[config.mk]
export PLATFORM = sky130hd
export DESIGN_NAME = pc_sequencer
export DESIGN_NICKNAME = d
export VERILOG_FILES = /design/src/rtl/pc_sequencer_pkg.sv /design/src/rtl/pc_sequencer_ret_stack.sv /design/src/rtl/pc_sequencer.sv
export SDC_FILE = /design/constraint.sdc
export NUM_CORES = 1
export LEC_CHECK = 0
export ABC_CLOCK_PERIOD_IN_PS = 3000
export CAP_MARGIN = 20
export CORE_MARGIN = 2
export CORE_UTILIZATION = 55
export CTS_CLUSTER_SIZE = 14
export DETAILED_ROUTE_END_ITERATION = 8
export PLACE_DENSITY = 0.79
export SLEW_MARGIN = 10
export SYNTH_ARGS = -nofsm -noshare
export SYNTH_HDL_FRONTEND = slang
export SYNTH_SLANG_ARGS = --single-unit
[constraint.sdc]
create_clock -name clk -period 3 [get_ports clk]
set_input_delay 0.3 -clock clk [delete_from_list [all_inputs] [get_ports clk]]
set_output_delay 0.3 -clock clk [all_outputs]
set_load 0.01 [all_outputs]
[src/rtl/pc_sequencer_pkg.sv]
// Shared definitions for the fetch-side PC sequencer and the control-unit decode.
// Optional feature macro used by this slice: PC_STALL_EN (adds a stall input).
package pc_sequencer_pkg;

  // Default instruction-address width.
  localparam int PC_W_DEF = 10;

  // PC value loaded on reset.
  localparam logic [PC_W_DEF-1:0] RESET_PC = {PC_W_DEF{1'b0}};

  // Next-PC source select shared with the uc-side decode.
  typedef enum logic [1:0] {
    SEL_INC  = 2'd0,
    SEL_JMP  = 2'd1,
    SEL_CALL = 2'd2,
    SEL_RET  = 2'd3
  } pc_sel_e;

endpackage

[src/rtl/pc_sequencer_ret_stack.sv]
// Return-address LIFO: DEPTH x PC_W registers, write pointer equals depth.
// Push writes entry[depth], pop reads entry[depth-1]; push and pop are never
// requested together by the sequencer.
module ret_stack #(
  parameter int PC_W  = 10,
  parameter int DEPTH = 4
) (
  input  logic                       clk,
  input  logic                       reset,
  input  logic                       push_i,
  input  logic                       pop_i,
  input  logic [PC_W-1:0]            push_data_i,
  output logic [PC_W-1:0]            top_o,
  output logic                       full_o,
  output logic                       empty_o,
  output logic [$clog2(DEPTH):0]     depth_o
);

  localparam int AW = $clog2(DEPTH);
  localparam int DW = AW + 1;

  logic [PC_W-1:0] mem_q [DEPTH];
  logic [DW-1:0]   depth_q;
  logic [DW-1:0]   depth_d;
  logic [AW-1:0]   wr_idx_s;
  logic [AW-1:0]   top_idx_s;
  logic [DW-1:0]   top_full_s;

  assign full_o     = (depth_q == DW'(DEPTH));
  assign empty_o    = (depth_q == DW'(0));
  assign wr_idx_s   = depth_q[AW-1:0];
  assign top_full_s = depth_q - DW'(1);
  assign top_idx_s  = top_full_s[AW-1:0];
  assign top_o      = mem_q[top_idx_s];
  assign depth_o    = depth_q;

  // Depth counter next state: grow on accepted push, shrink on accepted pop.
  always_comb begin
    depth_d = depth_q;
    if (push_i && !full_o) begin
      depth_d = depth_q + DW'(1);
    end else if (pop_i && !empty_o) begin
      depth_d = depth_q - DW'(1);
    end else begin
      depth_d = depth_q;
    end
  end

  // Depth counter register with synchronous reset.
  always_ff @(posedge clk) begin
    if (reset) begin
      depth_q <= DW'(0);
    end else begin
      depth_q <= depth_d;
    end
  end

  // Entry storage; contents are don't-care after reset so no reset is applied.
  always_ff @(posedge clk) begin
    if (push_i && !full_o) begin
      mem_q[wr_idx_s] <= push_data_i;
    end
  end

endmodule

[src/rtl/pc_sequencer.sv]
// Program-counter stage with a hardware return-address stack.
// Define PC_STALL_EN to add a `stall` input that freezes PC, stack and flags.
module pc_sequencer
  import pc_sequencer_pkg::*;
#(
  parameter int PC_W  = PC_W_DEF,
  parameter int DEPTH = 4
) (
  input  logic                   clk,
  input  logic                   reset,
`ifdef PC_STALL_EN
  input  logic                   stall,
`endif
  input  logic                   s_inc,
  input  logic [PC_W-1:0]        jump_addr,
  input  logic                   call,
  input  logic                   ret,
  output logic [PC_W-1:0]        pc,
  output logic [$clog2(DEPTH):0] depth,
  output logic                   ovf,
  output logic                   unf
);

  logic [PC_W-1:0] pc_q;
  logic [PC_W-1:0] pc_d;
  logic            ovf_q;
  logic            ovf_d;
  logic            unf_q;
  logic            unf_d;
  logic [PC_W-1:0] pc_inc_s;
  logic [PC_W-1:0] stk_top_s;
  logic            stk_full_s;
  logic            stk_empty_s;
  logic            push_s;
  logic            pop_s;
  logic            stall_s;
  pc_sel_e         sel_s;

`ifdef PC_STALL_EN
  assign stall_s = stall;
`else
  assign stall_s = 1'b0;
`endif

  // Increment wraps modulo 2^PC_W naturally through truncation.
  assign pc_inc_s = pc_q + PC_W'(1);

  ret_stack #(
    .PC_W  (PC_W),
    .DEPTH (DEPTH)
  ) u_ret_stack (
    .clk         (clk),
    .reset       (reset),
    .push_i      (push_s),
    .pop_i       (pop_s),
    .push_data_i (pc_inc_s),
    .top_o       (stk_top_s),
    .full_o      (stk_full_s),
    .empty_o     (stk_empty_s),
    .depth_o     (depth)
  );

  // Decode priority ret > call > jump > increment, then select the next PC.
  always_comb begin
    sel_s  = SEL_INC;
    push_s = 1'b0;
    pop_s  = 1'b0;
    ovf_d  = ovf_q;
    unf_d  = unf_q;
    pc_d   = pc_q;
    if (stall_s) begin
      pc_d = pc_q;
    end else begin
      if (ret) begin
        if (!stk_empty_s) begin
          sel_s = SEL_RET;
          pop_s = 1'b1;
        end else begin
          sel_s = SEL_INC;
          unf_d = 1'b1;
        end
      end else if (call) begin
        sel_s = SEL_CALL;
        if (!stk_full_s) begin
          push_s = 1'b1;
        end else begin
          ovf_d = 1'b1;
        end
      end else if (!s_inc) begin
        sel_s = SEL_JMP;
      end else begin
        sel_s = SEL_INC;
      end
      case (sel_s)
        SEL_INC:  pc_d = pc_inc_s;
        SEL_JMP:  pc_d = jump_addr;
        SEL_CALL: pc_d = jump_addr;
        SEL_RET:  pc_d = stk_top_s;
        default:  pc_d = pc_inc_s;
      endcase
    end
  end

  // PC and sticky flag registers; reset overrides every other input.
  always_ff @(posedge clk) begin
    if (reset) begin
      pc_q  <= RESET_PC[PC_W-1:0];
      ovf_q <= 1'b0;
      unf_q <= 1'b0;
    end else begin
      pc_q  <= pc_d;
      ovf_q <= ovf_d;
      unf_q <= unf_d;
    end
  end

  assign pc  = pc_q;
  assign ovf = ovf_q;
  assign unf = unf_q;

endmodule

==> metrics.csv, run 1 <==
metric;value;unit
path_buf_inv;2;
wl;5.00;mm
dpl.hpwl;3.52;mm
cts_tree;built;
antennaDiodeCount;0;
critical_path.max_fanout;10;
hold_buffers;0;
initial_core_util;0.568;
crit_chain;inv_1 > ha_1 > nand2b_1 > and2_1 > nand2b_1 > inv_1 > ha_1 > nand2_1 > a41oi_1 > o221a_1;
synth_warnings;0;
cp-start-kind;register;
setup_viol;0;
powerDensity;964;nW/um2
syn_area_per_cell;13.7;um2
vdd_ir_drop_max;0.000547;V
synthArstFlopShare;0;
synth_seq_cells;55;
comb_power_share;0.423;
netlist_area;2460;um2
vias;1571;
busiest_layer;met2;
swShare;0.356;
switchingPower;0.983;mW
die_h;70.8;um
met3_usage;0.0556;
rsz0062_at_grt;false;
use_met1;0.276;
die_w;70.8;um
leakagePower;1.04;nW
clkSinkCount;55;
core;4320;um2
outcome;complete, no violations;
io_buffer_count;29;
htreeDepth;2;
synth_edf_count;40;
dr.pass1.iters;4;
fmax;405;MHz
die_area;5020;um2
setup_tns;0;ns
layout-drive-gt1-share;0.0810;
rows;24;
critPathTopFamily;adder cells;
tritoncts.num_buffers;5;
io_pins;30;
tightest_slew;0.678;ns
postCtsSetupBuffers;0;
fin_skew;0.00979;ns
end_kind;register;
antenna_found_initial;0;
synthCells;179;
cts_resized;0;
wl_per_cell;19.1;um
clkPwrFrac;0.145;
drtIter0Drc;200;
grt_pass1_vias;1582;
cts.root.buffer_cell;clkbuf_8;
clk_pin_slew;0.09;ns
gp_congestion;0.805;
maxCapViolations;0;
slowest_stage;ha_1;
p_int;1.78;mW
worst_ep_required_time;3.25;ns
insertion_delay;0.31;ns
yosysSeqAreaShare;0.611;
min_period_over_period;0.823;
r2r-start;u_ret_stack.depth_o[1];
vias_per_cell;6.00;
fillers;327;
grt_overflow;0;
slowest_delay;0.51;ns
crit_type;register to register;
min_period;2.47;ns
crit_start;u_ret_stack.depth_o[1];
synthesis.nets;202;
relSlewSlack;0.548;
hold_viol;0;
syn_to_final_growth;16.7;%
grt_pass1_wl;7.91;mm
ys_types;37;
use_met2;0.352;
route.detailed.drc;0;
cp.arrival;2.72;ns
total_power;2.76;mW
drv_slew;0;
nNetsFinal;232;
worstHoldStart;unf;
synth_ff_type;edfxtp_1;
clk_path_buf_depth;2;
p_seq_frac;0.432;
drtAntennaViolNets;0;
grt_start_max_net_pins;16;
hp-class;register to register;
grt_usage;0.215;
[layout make-up]
type | instances | area (um2) | share of cell area
Sequential cell | 55 | 1500 | 0.524
Multi-Input combinational cell | 105 | 865 | 0.301
Timing Repair Buffer | 31 | 305 | 0.106
Clock buffer | 7 | 86.3 | 0.0301
Tap cell | 52 | 65.1 | 0.0227
Inverter | 11 | 41.3 | 0.0144
Clock inverter | 1 | 3.75 | 0.00131
[worst register-to-register path: cells and delay by family, from the launching register on]
family | cells | cell delay, ns
fa+ha+maj | 2 | 0.76
simple gates | 4 | 0.67
compound gates | 2 | 0.46
flops | 1 | 0.38
buf+inv | 2 | 0.16
[synth_stat cells, types with 2 or more instances]
cell	count	share of area
a21boi_0	2	0.0061
a21oi_1	2	0.0041
a221o_1	2	0.0081
a221oi_1	2	0.0071
a221oi_2	3	0.018
a31oi_1	2	0.0051
a41oi_1	2	0.0071
and3_1	4	0.010
buf_2	4	0.0081
buf_6	2	0.0092
clkbuf_1	2	0.0031
dfxtp_1	15	0.12
edfxtp_1	40	0.49
ha_1	8	0.041
inv_1	9	0.014
inv_2	2	0.0031
mux2i_1	8	0.033
mux4_1	2	0.021
mux4_2	4	0.037
nand2_1	9	0.014
nand2b_1	4	0.010
nand3_1	9	0.018
nor2_1	11	0.017
nor3_1	7	0.014
o21ai_0	2	0.0041
o221a_1	4	0.018
xnor2_1	4	0.014
xor2_1	5	0.018
[routing by layer]
metal	vias to the layer above	part of all wire
li1	736	-
met1	759	0.42
met2	66	0.50
met3	10	0.060
met4	0	0.018
met5	-	0
[flip-flops by register name, summed over array words and instances, names as in the netlist]
| register | cells |
|---|---|
| u_ret_stack.mem_q | 40 |
| u_ret_stack.depth_o | 3 |
| unf | 1 |
| pc | 10 |
| ovf | 1 |
[cell usage in the layout (no fill, tap or decap), types with 3 or more instances in the layout]
master	instances
edfxtp_1	40
clkdlybuf4s50_1	29
dfxtp_1	15
nor2_1	11
inv_1	9
nand2_1	9
nand3_1	9
mux2i_1	8
ha_1	8
nor3_1	7
clkbuf_8	6
xor2_1	5
nand2b_1	4
and3_1	4
xnor2_1	4
o221a_1	4
mux4_2	4
a221oi_2	3
[power groups by stage]
stage | clock network (mW) | logic [mW] | registers [mW]
2_1_floorplan | 0 | 0.743 | 1.23
3_3_place_gp | 0 | 1.11 | 1.20
3_5_place_dp | 0 | 1.16 | 1.21
4_1_cts | 0.411 | 1.17 | 1.20
5_1_grt | 0.435 | 1.27 | 1.22
6_report | 0.400 | 1.17 | 1.20
[through the flow]
step / hold WS (ns) / cell area [um2] / utilization / setup WS [ns] / cells
after floorplan: 0.455 / 2460 / - / 0.419 / 179
after global placement: 0.455 / 2780 / 0.642 / 0.691 / 254
after detailed placement: 0.482 / 2780 / 0.642 / 0.542 / 254
after CTS: 0.503 / 2870 / 0.663 / 0.572 / 262
after global routing: 0.545 / 2870 / 0.663 / 0.335 / 262
final: 0.494 / 2870 / 0.663 / 0.532 / 262
[path summary, 6_finish.rpt]
check | to | slack, ns | depth (start not counted)
hold reg to reg | unf | 0.49 | 2
setup reg to reg | pc[5] | 0.53 | 10
hold / removal | unf | 0.49 | 2
setup / recovery | pc[5] | 0.53 | 10
[cells by family after synthesis]
logic type | synth area share
fa+ha+maj | 0.0407
buf+inv | 0.0372
compound gates | 0.0973
flops | 0.611
simple gates | 0.0911
mux | 0.0906
xor+xnor | 0.0321
Note: power is estimated with default switching activity, not from simulation.
==> run 2: changes to the inputs <==
--- a/config.mk
+++ b/config.mk
@@ -5,7 +5,7 @@
 export SDC_FILE = /design/constraint.sdc
 export NUM_CORES = 1
 export LEC_CHECK = 0
-export ABC_CLOCK_PERIOD_IN_PS = 3000
+export ABC_CLOCK_PERIOD_IN_PS = 2600
 export CAP_MARGIN = 20
 export CORE_MARGIN = 2
 export CORE_UTILIZATION = 55
==> constraint.sdc (replaced) <==
create_clock -name clk -period 2.6 [get_ports clk]
set_input_delay 0.26 -clock clk [delete_from_list [all_inputs] [get_ports clk]]
set_output_delay 0.26 -clock clk [all_outputs]
set_load 0.01 [all_outputs]
==> run 2 against run 1 <==
Count of clock-buffer cells in the layout unchanged. Routed wire length up 2.7%. Sequential power grew 15%. Sequential share of layout area fell by 0.85 points. Clock skew shrank 0.00061 ns. Non-clock buffer count is 3 higher. Worst hold slack better by 0.0033 ns. Power rose by 19%. Critical path type unchanged. Largest cell class unchanged.
==> metrics.csv, run 2 (synthesized netlist as in run 1, its figures left out) <==
metric;value;unit;change
switchingPower;1.16;mW;+18%
crit_type;register to register;;
outcome;complete, no violations;;
io_pins;30;;unchanged
clkPwrFrac;0.160;;+0.015
dr.pass1.iters;4;;unchanged
vias_per_cell;6.06;;+1.0%
cp.arrival;2.60;ns;-0.12 ns
p_int;2.13;mW;+20%
clk_pin_slew;0.09;ns;about the same
vias;1605;;+2.2%
largest_reg_flops;40;;unchanged
tritoncts.num_buffers;5;;unchanged
rsz0062_at_grt;false;;
cts.root.buffer_cell;clkbuf_8;;
antennaDiodeCount;0;;unchanged
place_inst;257;;+1.2%
setup_tns;0;ns;unchanged
layout_common_cells;edfxtp_1 (40), clkdlybuf4s50_1 (29), dfxtp_1 (15);;
min_period;2.36;ns;-0.108 ns
rows;24;;unchanged
tightest_slew;0.673;ns;-0.00561 ns
final_common_cell;edfxtp_1;;
clk_path_buf_depth;2;;unchanged
clkSinkCount;55;;unchanged
min_period_over_period;0.907;;+0.0849
io_buffer_count;29;;unchanged
gp_congestion;0.845;;+5.0%
core;4320;um2;unchanged
insertion_delay;0.30;ns;about the same
wl_met3;318;um;+6.0%
wl_met2;2.62;mm;+3.9%
wl_met1;2.13;mm;+1.9%
comb_power_share;0.421;;-0.002
dpl.hpwl;3.55;mm;+0.70%
worstHoldEndpoint;ovf;;
p_seq_frac;0.419;;-0.013
grt_pass1_wl;8.16;mm;+3.2%
antenna_found_initial;0;;unchanged
grt_pass1_vias;1677;;+6.0%
setup_viol;0;;unchanged
r2r_slack;0.24;ns;-0.29 ns
drtIter0Drc;196;;-2.0%
layout-drive-gt1-share;0.108;;+0.0270
relSlewSlack;0.551;;+0.00374
route.detailed.drc;0;;unchanged
grt_usage;0.218;;+0.00295
highest_layer;met4;;
grt_start_max_net_pins;17;;+1
final_cells;265;;+1.1%
hold_path_depth;2;;unchanged
end_kind;register;;
fin_skew;0.00918;ns;-0.000613 ns
maxCapViolations;0;;unchanged
worstReg2RegEnd;pc[6];;
die_w;70.8;um;unchanged
leakagePower;1.07;nW;+2.7%
nNetsFinal;235;;+1.3%
initial_core_util;0.568;;unchanged
hold_viol;0;;unchanged
postCtsSetupBuffers;0;;unchanged
worst_ep_required_time;2.85;ns;-0.40 ns
vdd_ir_drop_max;0.000575;V;+5.1%
powerDensity;1130;nW/um2;+17%
worstHoldStart;ovf;;
wl;5.13;mm;+2.7%
syn_to_final_growth;18.6;%;
grt_overflow;0;;unchanged
cts_tree;built;;
swShare;0.353;;-0.00325
hp-class;register to register;;
regMostFlops;u_ret_stack.mem_q;;
hold_buffers;0;;unchanged
htreeDepth;2;;unchanged
reg2regPathDepth;10;;unchanged
critical_path.max_fanout;10;;unchanged
r2r-start;u_ret_stack.depth_o[1];;
wl_per_cell;19.4;um;+1.6%
fmax;424;MHz;+4.6%
cts_resized;0;;unchanged
die_h;70.8;um;unchanged
drv_slew;0;;unchanged
drtAntennaViolNets;0;;unchanged
die_area;5020;um2;unchanged
cp-start-kind;register;;
run 2: cell count changes in the layout (fill, tap and decap cells not counted):
cell	delta
clkinv_1	-1
ha_1	-1
clkbuf_1	-1
clkinv_2	+1
clkbuf_16	+1
ha_2	+1
buf_4	+3
run 2: cell type report:
class,count,area [um2]
clock buffer,7,108
sequential,55,1500
clock inverter,1,5.00
fill,325,1410
tap,52,65.1
inverter,11,41.3
timing repair buffer,34,328
multi-input combinational,105,867
run 2: worst max-delay path: stages (launching register included):
cell and delay, ns:
dfxtp_1 0.39, inv_1 0.11, ha_1 0.25, nand2b_1 0.17, and2_1 0.18, nand2b_1 0.13
inv_1 0.05, ha_2 0.46, nand2_1 0.11, a41oi_1 0.23, o221a_1 0.23
run 2: per-stage QoR:
| stage | util | hold slack [ns] | power, mW | cell area (um2) | setup WS, ns |
|---|---|---|---|---|---|
| finish | 0.674 | 0.497 | 3.29 | 2920 | 0.241 |
| global route | 0.674 | 0.536 | 3.47 | 2920 | 0.0903 |
| CTS | 0.674 | 0.498 | 3.28 | 2910 | 0.181 |
| detailed placement | 0.648 | 0.481 | 2.76 | 2800 | 0.222 |
| global placement | 0.648 | 0.462 | 2.69 | 2800 | 0.329 |
| floorplan | - | 0.415 | 2.27 | 2460 | 0.0188 |
run 2: worst max path at each step:
stage | start | to | slack (ns) | cells past startpoint
2_1_floorplan | u_ret_stack.depth_o[0] | pc[5] | 0.02 | 12
3_3_place_gp | ret | pc[6] | 0.33 | 8
4_1_cts | u_ret_stack.depth_o[1] | pc[6] | 0.18 | 10
6_report | u_ret_stack.depth_o[1] | pc[6] | 0.24 | 10
3_5_place_dp | ret | pc[6] | 0.22 | 8
5_1_grt | u_ret_stack.depth_o[1] | pc[6] | 0.09 | 10
run 2: power by group through the flow:
stage	combinational [mW]	clock, mW	sequential, mW
after floorplan	0.858	0	1.41
after global placement	1.30	0	1.38
after detailed placement	1.36	0	1.39
after CTS	1.38	0.531	1.38
after global routing	1.50	0.565	1.40
final	1.39	0.527	1.38
run 2: routing by layer:
metal | GRT usage | vias up
li1 | - | 745
met1 | 0.275 | 791
met2 | 0.371 | 57
met3 | 0.0484 | 12
met4 | 0.0818 | 0
met5 | 0 | -
